## config.mk

```make
export PLATFORM = sky130hd
export DESIGN_NAME = seq_mul
export DESIGN_NICKNAME = d
export VERILOG_FILES = /design/src/rtl/seq_mul.sv
export SDC_FILE = /design/constraint.sdc
export NUM_CORES = 1
export LEC_CHECK = 0
export CAP_MARGIN = 40
export CELL_PAD_IN_SITES_DETAIL_PLACEMENT = 1
export CELL_PAD_IN_SITES_GLOBAL_PLACEMENT = 2
export CORE_UTILIZATION = 33
export CTS_CLUSTER_DIAMETER = 30
export DETAILED_ROUTE_END_ITERATION = 10
export GPL_ROUTABILITY_DRIVEN = 0
export PLACE_DENSITY = 0.79
export SLEW_MARGIN = 20
export SYNTH_ARGS = -nofsm -noshare
export SYNTH_HDL_FRONTEND = slang
export SYNTH_SLANG_ARGS = --single-unit
```

## constraint.sdc

```tcl
create_clock -name clk -period 2.5 [get_ports clk]
set_input_delay 0.25 -clock clk [delete_from_list [all_inputs] [get_ports clk]]
set_output_delay 0.25 -clock clk [all_outputs]
set_load 0.005 [all_outputs]
```

## src/rtl/seq_mul.sv

```systemverilog
// Sequential 4x4 unsigned shift-and-add multiplier.
// Load captures both operands; four following edges each retire one multiplier bit.
module seq_mul (
  input  logic       clk,
  input  logic       rst,
  input  logic       ld,
  input  logic [3:0] a,
  input  logic [3:0] b,
  output logic [7:0] y
);

  logic [7:0] ra;
  logic [3:0] rb;
  logic [7:0] ry;
  logic [2:0] cnt;

  logic       w_run;
  logic [7:0] w_sum;

  // cnt doubles as the state: nonzero means steps remain
  assign w_run = (cnt != 3'd0);
  assign w_sum = rb[0] ? (ry + ra) : ry;

  // Load has priority over stepping; idle holds everything
  always_ff @(posedge clk or negedge rst) begin
    if (!rst) begin
      ra  <= 8'd0;
      rb  <= 4'd0;
      ry  <= 8'd0;
      cnt <= 3'd0;
    end else if (ld) begin
      ra  <= {4'd0, a};
      rb  <= b;
      ry  <= 8'd0;
      cnt <= 3'd4;
    end else if (w_run) begin
      ry  <= w_sum;
      ra  <= {ra[6:0], 1'b0};
      rb  <= {1'b0, rb[3:1]};
      cnt <= cnt - 3'd1;
    end else begin
      ra  <= ra;
      rb  <= rb;
      ry  <= ry;
      cnt <= cnt;
    end
  end

  assign y = ry;

endmodule

```

==> impl_metrics.toml <==
[run_status]
outcome = "finished clean"

[timing]
rsz0062_at_grt = "no"
setup_viol = 0
fmax_mhz = 479.4
setup_slack_ns = 0.4141
max_slew_margin_pct = 70.40
fin_skew_ns = 0.003929
period_minus_slack_ns = 2.086
final.setup.tns_ns = 0
min_period_over_period_pct = 83.44
whs_ns = 0.3390
tightest_slew_ns = 0.4440
drv_slew = 0
final_hold_viol_count = 0

[worst_hold_path]
hold_class = "input port to asynchronous set/reset pin"

[job]
drv_cap = 0

[floorplan]
num_io_pins = 19
dieArea_um2 = 4195
die_height_um = 64.77
start_util_pct = 34.98
core_um2 = 3716
rows = 22
die_x_um = 64.77

[synth]
synth_cell_types = 36
synth_seq_area_share_pct = 44.27
syn_nets = 160
synth_edf_count = 0
syn_inst = 139
ys_ff_latch = 23
synthFlopType = "dfrtp_1"
netlist_area_um2 = 1300
async_flop_share_pct = 100.0
yosysWarnings = 0
syn_area_per_cell_um2 = 9.352

[power]
power_leakage_nw = 0.7116
vdd_drop_max_mv = 0.2982
power.density_nw_per_um2 = 764.5

[drt]
drt_first_pass_iters = 3
vias = 1069
routed_via_density = 5.164
drt_wl_total_um = 2859
drc = 0
ant_nets = 0
drt_iter0_drc = 18
avgRoutedWirePerCell_um = 13.81

[setup_path]
cp-start-kind = "flip-flop"
critPathMaxFanout = 5
crit_chain = "ha_1 > nand2_1 > or3_1 > a2111o_1 > a31o_1 > a21oi_2"
critPathRequiredTime_ns = 2.70
r2r-start = "y[5]"
end_kind = "flip-flop"
critPathKind = "flip-flop to flip-flop"
critPathSlowestCell = "dfrtp_1"
arrival_ns = 2.29
critPathLaunch = "y[5]"
reg2regPathDepth = 6
cp_slowest_stage_delay_ns = 0.42

[cells_and_area]
areaGrowthSynthToFinish_pct = 22.71
nNetsFinal = 181
drive_above_1_share_pct = 7.547
stdcell_area_um2 = 1595
fill_cells = 441
n_antenna_cell = 0

[clock_tree]
cts_resized = 0
clk_latency_ns = 0.27
clock-sinks = 23
cts_made_buffers = 3
path_clk_slew_ns = 0.08
hold_buffers = 0
cts_tree = "yes"
cts_root_buf = "clkbuf_8"
postCtsSetupRepairBufs = 0
clockBufferDepth = 2
cts_max_level = 1

[placement]
portBuffers = 18
placed_cell_area_um2 = 1549
hpwl_um = 2179
place_ws_ns = 0.3964

[global_route]
grt-ovfl-total = 0
grt_pass1_vias = 1101
grt_max_degree = 25
antenna_found_initial = 0
grtUsageTotal_pct = 15.83
grt_pass1_wl_um = 5119
## cell type report
type | instances | area (um^2) | area share, %
Clock buffer | 3 | 41.29 | 2.588
Clock inverter | 1 | 5.005 | 0.3137
Inverter | 4 | 15.01 | 0.9412
Multi-Input combinational cell | 105 | 680.7 | 42.67
Sequential cell | 23 | 575.6 | 36.08
Tap cell | 48 | 60.06 | 3.765
Timing Repair Buffer | 23 | 217.7 | 13.65
## power by group
part,switching [mW],internal [mW],total [mW]
registers,0.0570,0.442,0.499
clock network,0.121,0.111,0.233
logic,0.258,0.230,0.488
## layer usage
layer / up-vias / routed length (um) / track usage, %
met5: - / 0 / 0
met4: 0 / 55 / 6.111
met3: 6 / 73 / 2.817
met2: 21 / 1370 / 26.43
met1: 514 / 1361 / 20.13
li1: 528 / - / -
## worst paths after layout
| check | to | slack, ns |
|---|---|---|
| worst max-delay path | y[7] | 0.41 |
| worst min-delay path | ra[6] | 0.34 |
| worst max register to register | y[7] | 0.41 |
| worst min register to register | cnt[2] | 0.52 |
| max in group asynchronous | y[0] | 1.93 |
| min in group clk | cnt[2] | 0.52 |
## cells in the mapped netlist (2+ instances only)
library cell  instances  share of area [%]
clkbuf_1              5                1.4
nor2b_1               2               0.96
ha_1                  9                8.7
xnor2_1               3                2.0
inv_1                 4                1.2
a21oi_1              12                4.6
a21o_1                2                1.2
o21ai_0               9                3.5
a211oi_1              3                1.7
nand4_1               2               0.96
nand3_1               2               0.77
mux2i_1               6                4.6
buf_2                 2               0.77
dfrtp_1              23                 44
nand2_1              29                8.4
or3_1                 2               0.96
nor2_1                5                1.4
## through the flow
| step | utilization, % | power (mW) | cells |
|---|---|---|---|
| floorplan | - | 0.8243 | 139 |
| global route | 42.93 | 1.327 | 207 |
| CTS | 42.93 | 1.245 | 207 |
| finish | 42.93 | 1.220 | 207 |
| detailed placement | 41.68 | 1.004 | 203 |
| global placement | 41.68 | 0.9864 | 203 |
## kinds of logic after synthesis
family,after synthesis,share of synthesized area [%]
and+or+nand+nor,48,16.84
AOI/OAI and AO/OA,37,17.81
DFF,23,44.27
buffers and inverters,11,3.368
adders and majority gates,10,10.20
muxes,7,5.486
xor gates and xnor gates,3,2.022
## state kept, by name, indices dropped and copies added (netlist names)
signal and count:
ra 8, y 8, cnt 3, rb 4
## worst max-delay path: cells and delay by family (launching register included)
kind	cells	cell delay, ns
compound gates	3	0.75
fa+ha+maj	1	0.37
flops	1	0.42
simple gates	2	0.49
## layout by cell type (no fill, tap or decap), types with 2 or more instances in the layout
master / instances
nand3_1: 2
a21o_1: 2
xnor2_1: 3
clkdlybuf4s50_1: 18
nand4_1: 2
buf_4: 5
inv_1: 4
o21ai_0: 9
dfrtp_1: 23
mux2i_1: 6
clkbuf_8: 3
nor2_1: 5
ha_1: 9
a21oi_1: 12
nor2b_1: 2
or3_1: 2
nand2_1: 29
a211oi_1: 3
Note: power is estimated with default switching activity, not from simulation.
